### src/rtl/tug_pkg.sv
// Shared constants and the 7-segment decoder for the tug-of-war game.
// Imported by the game top and its LFSR sub-module.
package tug_pkg;

    localparam int         WIN_SCORE  = 7;
    localparam int         LFSR_W     = 10;
    localparam logic [3:0] CENTER_POS = 4'd5;

    typedef enum logic {
        ST_PLAY,
        ST_OVER
    } game_state_t;

    // Active-low segment code, bit6..0 = g..a
    function automatic logic [6:0] seg7(input logic [2:0] v);
        logic [6:0] r;
        r = 7'b1111111;
        case (v)
            3'd0: r = 7'b1000000;
            3'd1: r = 7'b1111001;
            3'd2: r = 7'b0100100;
            3'd3: r = 7'b0110000;
            3'd4: r = 7'b0011001;
            3'd5: r = 7'b0010010;
            3'd6: r = 7'b0000010;
            3'd7: r = 7'b1111000;
            default: r = 7'b1111111;
        endcase
        return r;
    endfunction

endpackage

### src/rtl/tug_of_war_game_lfsr10.sv
// 10-bit XNOR LFSR driving the computer opponent.
// All-zeros is a legal state, so it starts from reset value 0.
module lfsr10
    import tug_pkg::*;
(
    input  logic              clk,
    input  logic              reset,
    output logic [LFSR_W-1:0] q
);

    // Shift left each cycle, feeding back the XNOR of taps 9 and 6
    always_ff @(posedge clk or posedge reset) begin
        if (reset) begin
            q <= '0;
        end else begin
            q <= {q[8:0], ~(q[9] ^ q[6])};
        end
    end

endmodule

### src/rtl/tug_of_war_game.sv
// Tug-of-war board top: human button vs LFSR opponent on a 9-LED field.
// First side to WIN scores freezes the game until reset.
module tug_of_war_game
    import tug_pkg::*;
#(
    parameter int WIN = WIN_SCORE
) (
    input  logic       clk,
    input  logic       reset,
    input  logic [3:0] key,
    input  logic [8:0] SW,
    output logic [9:1] LED,
    output logic [6:0] HEX0,
    output logic [6:0] HEX4
);

    localparam logic [2:0] L_WIN = 3'(WIN);

    logic              r_s1;
    logic              r_s2;
    logic              r_s3;
    logic              r_c1;
    logic              r_c2;
    logic [3:0]        r_pos;
    logic [2:0]        r_hscore;
    logic [2:0]        r_cscore;
    game_state_t       r_state;

    logic [LFSR_W-1:0] w_q;
    logic              w_craw;
    logic              w_hp;
    logic              w_cp;
    logic [3:0]        w_pos_nxt;
    logic [2:0]        w_hscore_nxt;
    logic [2:0]        w_cscore_nxt;
    game_state_t       w_state_nxt;
    logic              w_unused;

    assign w_unused = ^key[3:1];

    lfsr10 u_lfsr (
        .clk   (clk),
        .reset (reset),
        .q     (w_q)
    );

    assign w_craw = ({1'b0, SW} > w_q);
    assign w_hp   = r_s2 & ~r_s3;
    assign w_cp   = r_c1 & ~r_c2;

    // Synchronize the key and register the computer compare for edge detection
    always_ff @(posedge clk or posedge reset) begin
        if (reset) begin
            r_s1 <= 1'b0;
            r_s2 <= 1'b0;
            r_s3 <= 1'b0;
            r_c1 <= 1'b0;
            r_c2 <= 1'b0;
        end else begin
            r_s1 <= key[0];
            r_s2 <= r_s1;
            r_s3 <= r_s2;
            r_c1 <= w_craw;
            r_c2 <= r_c1;
        end
    end

    // Game state register: position, both scores and play/over
    always_ff @(posedge clk or posedge reset) begin
        if (reset) begin
            r_pos    <= CENTER_POS;
            r_hscore <= 3'd0;
            r_cscore <= 3'd0;
            r_state  <= ST_PLAY;
        end else begin
            r_pos    <= w_pos_nxt;
            r_hscore <= w_hscore_nxt;
            r_cscore <= w_cscore_nxt;
            r_state  <= w_state_nxt;
        end
    end

    // Next-state: move toward the presser, score on push-off, stop at WIN
    always_comb begin
        w_pos_nxt    = r_pos;
        w_hscore_nxt = r_hscore;
        w_cscore_nxt = r_cscore;
        w_state_nxt  = r_state;
        if (r_state == ST_PLAY) begin
            if (w_hp && !w_cp) begin
                if (r_pos > 4'd1) begin
                    w_pos_nxt = r_pos - 4'd1;
                end else begin
                    w_pos_nxt    = CENTER_POS;
                    w_hscore_nxt = r_hscore + 3'd1;
                    if (w_hscore_nxt == L_WIN) begin
                        w_state_nxt = ST_OVER;
                    end
                end
            end else if (w_cp && !w_hp) begin
                if (r_pos < 4'd9) begin
                    w_pos_nxt = r_pos + 4'd1;
                end else begin
                    w_pos_nxt    = CENTER_POS;
                    w_cscore_nxt = r_cscore + 3'd1;
                    if (w_cscore_nxt == L_WIN) begin
                        w_state_nxt = ST_OVER;
                    end
                end
            end
        end
    end

    // One-hot playfield decode, dark once the game is over
    always_comb begin
        LED = '0;
        for (int i = 1; i <= 9; i++) begin
            LED[i] = (r_pos == 4'(i)) && (r_state == ST_PLAY);
        end
    end

    assign HEX0 = seg7(r_hscore);
    assign HEX4 = seg7(r_cscore);

endmodule

### config.mk
export PLATFORM = sky130hd
export DESIGN_NAME = tug_of_war_game
export DESIGN_NICKNAME = d
export VERILOG_FILES = /design/src/rtl/tug_pkg.sv /design/src/rtl/tug_of_war_game_lfsr10.sv /design/src/rtl/tug_of_war_game.sv
export SDC_FILE = /design/constraint.sdc
export NUM_CORES = 1
export LEC_CHECK = 0
export CAP_MARGIN = 30
export CORE_MARGIN = 5
export CORE_UTILIZATION = 40
export CTS_CLUSTER_SIZE = 12
export DETAILED_ROUTE_END_ITERATION = 10
export GPL_ROUTABILITY_DRIVEN = 0
export PLACE_DENSITY = 0.65
export SKIP_LAST_GASP = 1
export SYNTH_ARGS = -nofsm -noshare
export SYNTH_HDL_FRONTEND = slang
export SYNTH_SLANG_ARGS = --single-unit
### constraint.sdc
create_clock -name clk -period 2.1 [get_ports clk]
set_clock_uncertainty 0.1 [all_clocks]
set_input_delay 0.315 -clock clk [delete_from_list [all_inputs] [get_ports clk]]
set_output_delay 0.315 -clock clk [all_outputs]
set_load 0.005 [all_outputs]
==> impl_metrics.ini <==
[run_status]
status = finished clean

[finish]
fin_area_mm2 = 0.00227
multiInputGateArea_um2 = 952
ff_latch_area_um2 = 654
nNetsFinal = 268
n_antenna_cell = 0
drive_gt1_frac = 0.164
utilization = 0.564
fillers = 368
syn2layout_area_growth_pct = 36.5

[grt]
grt_pass1_vias = 1171
grt_max_degree = 27
grt_use_total = 0.112
overflow = 0
antenna_found_initial = 0
grt_pass1_wl_um = 4920

[sta]
hold_viol = 0
fmax_mhz = 488
tns_ns = 0
drv_slew = 0
worst_slew_pin_slew_ns = 0.484
finalCritPeriodShare = 0.975
period_needed_ns = 2.05
max_slew_margin = 0.676
setup_viol = 0
worst_slack_ns = 0.0528
rsz0062_at_grt = true

[cts]
htreeDepth = 1
ctsHoldBuffers = 0
cts_tree = built
clock_sinks = 26
clk_pin_slew_ns = 0.08
cts.path.max_buffers = 2
cts_inserted_buffers = 3
cts-root-buf = clkbuf_8
clock_latency_ns = 0.26

[critical_path]
cp-start-kind = flop
r2r_cells = 6
cp_cell_sequence = inv_2, ha_1, nor2b_1, clkdlybuf4s50_1
arrival_ns = 1.63
critPathMaxStageDelay_ns = 0.51
crit_slowest_cell = clkdlybuf4s50_1
cp.depth = 4
cp_max_fo = 4
critical_path.top_delay_family = buffers and inverters
critical_path_required_ns = 1.68
path_buf_inv = 2
path_class = flop to output pin
endpoint_kind = output pin

[synth]
avgSynthCellArea_um2 = 9.24
yosysTopAreaCell = dfrtp_1
synth_commonest_cells = 26 x ha_1, 24 x dfrtp_1, 21 x inv_1, 16 x nand2_1, 16 x nor2_1
synth-simple-area-share = 0.193
yosys.area.top_type_share = 0.361
async_flop_share = 1.00
yosys-mux-area-fraction = 0.00677
synthesis.instances = 180
ys_warn_count = 0
synth-edff-count = 0
synth_compound_area_frac = 0.103
synthTopCellsByArea = dfrtp_1 36%, ha_1 20%, inv_1 4.7%
synth_nets = 221
ys_seq_elements = 26
synth.distinct_cells = 36
yosys.area_share.xor_xnor = 0.0466
seq_area_frac_synth = 0.392
synth_area_mm2 = 0.00166
synth.most_common_cell = ha_1
synth_fa_ha_area_frac = 0.195
synthFlopType = dfrtp_1
synth_top_family_by_area = adder cells

[die]
die_h_um = 74.5
fp.coreArea_mm2 = 0.00403
die_x_um = 74.5
initial_core_util = 0.413
die_area_mm2 = 0.00555
ios = 38
row_count = 23

[placement]
port-buffer-count = 34
place_area_mm2 = 0.00206
dp_slack_ns = 0.141
hpwl_um = 2210

[power_and_ir_drop]
ir_drop_v = 0.000344
p_leak_nw = 1.23
p_per_area_mw_per_mm2 = 1090

[detailed_routing]
detail-route-antenna-nets = 0
dr.pass1.iters = 4
vias = 1308
wl_per_cell_um = 10.9
drc = 0
vias_per_cell = 4.74
drt_iter0_markers = 67
detail_route.wirelength_um = 3020

[run]
maxCapViolCount = 0

[hold_path]
hold_path_depth = 0
hold_path.class = flop to flop
-- worst paths after layout --
check | from | endpoint | slack, ns
max | r_hscore[0] | HEX0[2] | 0.05
min | r_s1 | r_s2 | 0.26
max reg2reg | r_pos[0] | r_hscore[2] | 0.19
min reg2reg | r_s1 | r_s2 | 0.26
max in group asynchronous | reset | r_pos[2] | 1.32
min in group asynchronous | reset | u_lfsr.q[6] | 0.29
-- layer usage --
| layer | up-vias | wire length, µm | track usage |
|---|---|---|---|
| met4 | 0 | 21 | 0.0237 |
| li1 | 681 | - | - |
| met2 | 29 | 1440 | 0.202 |
| met3 | 4 | 157 | 0.0162 |
| met5 | - | 0 | 0 |
| met1 | 594 | 1400 | 0.141 |
-- worst register-to-register path: cells and delay by family, from the launching register on --
family / cells / cell delay [ns]
fa+ha+maj: 1 / 0.19
flops: 1 / 0.56
xor+xnor: 1 / 0.12
simple gates: 4 / 0.82
-- power by group --
group,internal (mW),leakage (nW),switching (mW)
clock network,0.167,0.0288,0.143
logic,0.786,0.878,0.642
registers,0.612,0.323,0.133
-- sequential cells by signal (all words and copies together), names as in the netlist --
name / count
r_state: 1
r_c1: 1
r_s2: 1
r_s3: 1
u_lfsr.q: 10
r_pos: 4
r_cscore: 3
r_hscore: 3
r_s1: 1
r_c2: 1
-- cell usage in the layout (no fill, tap or decap), drive strengths merged, types with 2 or more instances in the layout --
| master | count |
|---|---|
| clkbuf | 4 |
| nor2b | 4 |
| nand2b | 6 |
| buf | 14 |
| nor3 | 6 |
| dlygate4sd2 | 7 |
| dlymetal6s2s | 13 |
| clkdlybuf4s50 | 14 |
| nand3 | 5 |
| a31oi | 3 |
| ha | 26 |
| xnor2 | 5 |
| and2 | 2 |
| o21ai | 10 |
| nand2 | 17 |
| xor2 | 3 |
| dfrtp | 24 |
| dfstp | 2 |
| nor2 | 17 |
| inv | 21 |
| a21oi | 9 |
-- logic make-up after synthesis --
kind of cell / count (synthesis)
and+or+nand+nor: 63
buffers and inverters: 27
DFF: 26
xor gates and xnor gates: 8
AOI/OAI and AO/OA: 29
adders and majority gates: 26
muxes: 1
-- final cells by class --
cell class,instances,share of cell area
clock buffers,4,0.0242
inverters,21,0.0347
multi-input cells,127,0.419
flip-flops and latches,26,0.288
well taps,50,0.0275
repair buffers,48,0.206
-- stage by stage --
stage          hold WS (ns)  cells  total power [mW]
2_1_floorplan         0.231    180              1.46
3_3_place_gp          0.236    261              2.02
3_5_place_dp          0.242    261              2.03
4_1_cts               0.261    275              2.48
5_1_grt               0.276    276              2.72
6_report              0.258    276              2.48
-- repair_timing --
item | in CTS | in global routing
setup endpoints to repair | 18 | 15
setup buffers | 10 | 1
resized for setup | 14 | 18
hold endpoints to repair | 0 | 0
pin swaps | 1 | 0
Power figures use the tool's default switching activity.
==> RTL edit 1 (config.mk and constraints unchanged) <==
Add an input register stage for `SW`, cleared by the reset; this delays it by one clock. The other inputs are not delayed to match.
--- a/src/rtl/tug_of_war_game.sv
+++ b/src/rtl/tug_of_war_game.sv
@@ -17,2 +17,12 @@
     localparam logic [2:0] L_WIN = 3'(WIN);
+
+    logic [8:0] SW_q;
+
+    always_ff @(posedge clk or posedge reset) begin
+        if (reset) begin
+            SW_q <= '0;
+        end else begin
+            SW_q <= SW;
+        end
+    end
 
@@ -46,3 +56,3 @@
 
-    assign w_craw = ({1'b0, SW} > w_q);
+    assign w_craw = ({1'b0, SW_q} > w_q);
     assign w_hp   = r_s2 & ~r_s3;
Behaviour: not the same (Yosys sat finds a counterexample within 4 cycles, from zero or initial values and one cycle with reset high).
==> RTL edit 1 against the unedited design <==
The run now ends with negative setup slack left; critical endpoint is now LED[5]; sequential cell count grew 9; wire length grew 7.4%; utilization shrank 2.6 points; hold slack lost 6.5 ps; area after synthesis grew 14%; setup slack lost 110 ps; total power grew 9.8%; via count grew 7.6%; critical path type unchanged; design area grew 10%; clock power grew 43%; combinational power shrank 6%.
==> RTL edit 1: results (changes against the unedited design) <==
Clk_lat worst skew: 280 ps (+20 ps)
Failing checks: negative setup slack
# diodes: 0 (unchanged)
Slew HR: 71.3% (+3.6 points)
Pin count of the biggest net entering global routing: 36 (+33%)
Vias: 1407 (+7.6%)
WL/cell: 11.0 um (+0.78%)
Vias per cell: 4.79 (+0.98%)
Syn Area/Cell: 10.1 um2 (+9.5%)
Sequential fraction of the synthesis area: 46.2% (+6.9 points)
Initial antenna violation count: 0 (unchanged)
Slowest cell on crit path: dfstp_2
CP max stage delay: 560 ps (+50 ps)
Crit-path leading delay family: flip-flops
Setup ws final: -52.7 ps (-106 ps)
Leak: 0.00127 uW (+3.1%)
Port-buffer cells: 34 (unchanged)
Status: complete, but fails checks
WS Path Type: reg -> out
Crit path DAT: 1740 ps (+110 ps)
Reg clk slew, reported paths: 60 ps (-20 ps)
Hpwl dp: 2390 um (+8.5%)
Clock Tree Buf Depth: 2 (unchanged)
Mux cell area share after synthesis: 1.64% (+0.97 points)
Synth Area in XOR/XNOR: 3.62% (-1.0 points)
Commonest cells post-synth: dfrtp_1 (33), ha_1 (26), inv_1 (24)
Syn nets: 229 (+3.6%)
First-pass GRT wire length: 5470 um (+11%)
H-tree lvl count: 2 (+1)
Worst reg2reg path startpoint: r_pos[0]
Inst Count DP: 277 (+6.1%)
Synth warnings: 0 (unchanged)
Largest registers: u_lfsr.q (10), SW_q (9), r_pos (4)
Pre-Repair DR Iteration Count: 4 (unchanged)
Total Routing Usage GR: 11.1% (-0.097 points)
Compound-Gate Fraction of Synth Area: 9.01% (-1.3 points)
CP Max Fanout: 4 (unchanged)
CTS root buffer: clkbuf_8
Proportion of layout cells with a drive suffix above 1: 16.3% (-0.12 points)
Num CTS Buffers: 5 (+2)
Largest cells by area after synthesis: dfrtp_1 (43%), ha_1 (17%), inv_1 (4.7%)
Worst slack, placed: 145 ps (+3.67 ps)
Number of global-route vias before repair: 1304 (+11%)
Worst VDD drop: 0.000528 V (+54%)
Adder-Cell Fraction of Synth Area: 17.1% (-2.5 points)
DR iter-0 viols: 65 (-3.0%)
Final setup viols: 5 (+5)
Synth unique cells: 37 (+2.8%)
Async SR Flop Fraction: 100% (unchanged)
RTL edit 1: timing repair:
action	CTS	global route
setup buffers	6	3
resized for setup	16	9
setup endpoints to repair	19	12
RTL edit 1: per-stage QoR:
stage	instance area, um2	power, uW	setup TNS, ps
2_1_floorplan	1900	1640	0
3_3_place_gp	2330	2230	0
3_5_place_dp	2330	2250	0
4_1_cts	2450	2720	-394
5_1_grt	2510	2970	-588
6_report	2510	2730	-185
RTL edit 1: layer usage:
layer / GRT usage [%] / vias up / wire [um]
li1: - / 724 / -
met1: 12.8 / 648 / 1420
met2: 19.1 / 29 / 1580
met3: 3.74 / 6 / 196
met4: 3.61 / 0 / 38
met5: 0 / - / 0
RTL edit 1: cell type report:
cell class,instances,area [um2]
Tap cell,54,67.6
Timing Repair Buffer,50,463
Multi-Input combinational cell,123,927
Clock inverter,1,5.00
Inverter,24,90.1
Sequential cell,35,878
Fill cell,429,2150
Clock buffer,7,76.3
RTL edit 1: worst paths after layout:
kind,to,slack (ps),cells past startpoint
max,LED[5],-50,4
min,r_s2,250,0
max reg2reg,r_hscore[2],180,7
min reg2reg,r_s2,250,0
max in group asynchronous,r_pos[0],1230,3
min in group asynchronous,u_lfsr.q[5],330,3
RTL edit 1: power breakdown:
| group | total (uW) | switching [uW] | internal [uW] |
|---|---|---|---|
| combinational | 1350 | 611 | 743 |
| sequential | 926 | 135 | 791 |
| clock | 446 | 214 | 232 |
| total | 2730 | 960 | 1770 |
RTL edit 1: kinds of logic after synthesis:
kind of cell	after synthesis
buf+inv	30
flops	35
mux	3
compound gates	29
xor+xnor	7
fa+ha+maj	26
simple gates	58
==> RTL edit 2 (config.mk and constraints unchanged) <==
Made on the original files. Make the reset (`reset`) synchronous in 3 clocked blocks.
--- a/src/rtl/tug_of_war_game_lfsr10.sv
+++ b/src/rtl/tug_of_war_game_lfsr10.sv
@@ -11,3 +11,3 @@
     // Shift left each cycle, feeding back the XNOR of taps 9 and 6
-    always_ff @(posedge clk or posedge reset) begin
+    always_ff @(posedge clk) begin
         if (reset) begin
--- a/src/rtl/tug_of_war_game.sv
+++ b/src/rtl/tug_of_war_game.sv
@@ -51,3 +51,3 @@
     // Synchronize the key and register the computer compare for edge detection
-    always_ff @(posedge clk or posedge reset) begin
+    always_ff @(posedge clk) begin
         if (reset) begin
@@ -68,3 +68,3 @@
     // Game state register: position, both scores and play/over
-    always_ff @(posedge clk or posedge reset) begin
+    always_ff @(posedge clk) begin
         if (reset) begin
Check against the original RTL: differs if reset is asserted again (counterexample within 4 cycles, from zero or initial values and one cycle with reset high); with reset held inactive, the same outputs for 10 cycles.
==> RTL edit 2 against the unedited design <==
The flow now finishes with violations (negative setup slack); synthesized cell count is 28% higher; wire length rose by 34%; design area is 34% higher; sequential cell count is 14 higher; first-iteration DRC count fell by 13%; setup slack worse by 110 ps; combinational power down 78%; largest power group is now sequential cells; register-to-register slack got worse by 250 ps; total power fell by 36%; area after synthesis rose by 28%.
==> RTL edit 2: results (changes against the unedited design) <==
Status: complete, but fails checks
Failing checks: negative setup slack
Adder-Cell Fraction of Synth Area: 17.6% (-2.0 points)
Final setup viols: 2 (+2)
Fill count: 497 (+35%)
Worst-case reg-to-reg path depth: 8 (+2)
Sequential fraction of the synthesis area: 37.4% (-1.8 points)
Final Net Count: 343 (+28%)
Cell Area, Placed: 0.00279 mm2 (+35%)
Inst Count DP: 351 (+34%)
Final design utilization: 59.4% (+3.0 points)
Worst VDD drop: 0.000414 V (+20%)
Prevailing post-synth register cell: dfxtp_1
DR iter-0 viols: 58 (-13%)
Synth unique cells: 44 (+22%)
Synth Area in XOR/XNOR: 1.23% (-3.4 points)
Async SR Flop Fraction: 0% (-100 points)
Crit-path leading delay family: simple AND/OR/NAND/NOR gates
CP Max Fanout: 5 (+1)
Clk_lat worst skew: 280 ps (+20 ps)
CP max stage delay: 370 ps (-140 ps)
Syn Inst Count: 230 (+28%)
Worst reg2reg path startpoint: r_s2
Slowest cell on crit path: a211o_4
Slew @ Worst Pin: 422 ps (-61.7 ps)
Worst Hold Path EP: u_lfsr.q[8]
Hold path start: u_lfsr.q[7]
Setup ws final: -62.1 ps (-115 ps)
Crit. End Element: flip-flop
First-pass GRT wire length: 7040 um (+43%)
Proportion of layout cells with a drive suffix above 1: 28.2% (+12 points)
R2r endpoint: HEX4[3]
WL/cell: 11.0 um (+0.69%)
Crit path DAT: 2240 ps (+610 ps)
Non-filler cells, final: 368 (+33%)
RTL edit 2: cell count changes after synthesis, sizes merged, moves of 4 or more:
cell / change
nor2b: +8
nand2b: +7
dfrtp: -24
mux2: +5
xnor2: -4
nor2: +15
o21ai: -7
mux2i: +10
inv: +8
ha: +4
nand2: -14
dfxtp: +40
RTL edit 2: cell type report:
| class | instances | area share (%) |
|---|---|---|
| Clock buffer | 6 | 2.38 |
| Inverter | 29 | 3.73 |
| Sequential cell | 40 | 26.6 |
| Multi-Input combinational cell | 154 | 44.2 |
| Clock inverter | 1 | 0.164 |
| Timing Repair Buffer | 68 | 20.0 |
| Tap cell | 70 | 2.87 |
RTL edit 2: logic make-up (layout without fill, tap and decap cells):
| logic type | count (synthesis) | in the layout |
|---|---|---|
| compound gates | 25 | 25 |
| xor+xnor | 3 | 3 |
| fa+ha+maj | 30 | 30 |
| buf+inv | 36 | 104 |
| flops | 40 | 40 |
| mux | 16 | 16 |
| simple gates | 80 | 80 |
RTL edit 2: power by group:
group,internal (uW),leakage [uW],switching [uW],total [uW]
clock,226,0.0000410,243,469
sequential,781,0.000326,16.8,798
combinational,172,0.00106,148,321
total,1180,0.00143,408,1590
RTL edit 2: metal layers:
| metal | track usage, % | part of all wire (%) | wire, um | vias to the layer above |
|---|---|---|---|---|
| met5 | 0 | 0 | 0 | - |
| met4 | 4.90 | 1.8 | 72 | 0 |
| met3 | 3.37 | 4.1 | 168 | 7 |
| met2 | 20.8 | 49 | 1970 | 29 |
| met1 | 14.0 | 45 | 1840 | 780 |
| li1 | - | - | - | 900 |
RTL edit 2: worst register-to-register path, stage by stage, from the launching register on:
cell and delay [ps]:
dfxtp_2 320, nor2b_4 160, ha_4 170, and2b_1 190, and3_4 190, a211o_4 370, ha_4 270, inv_2 30
mux2_4 250
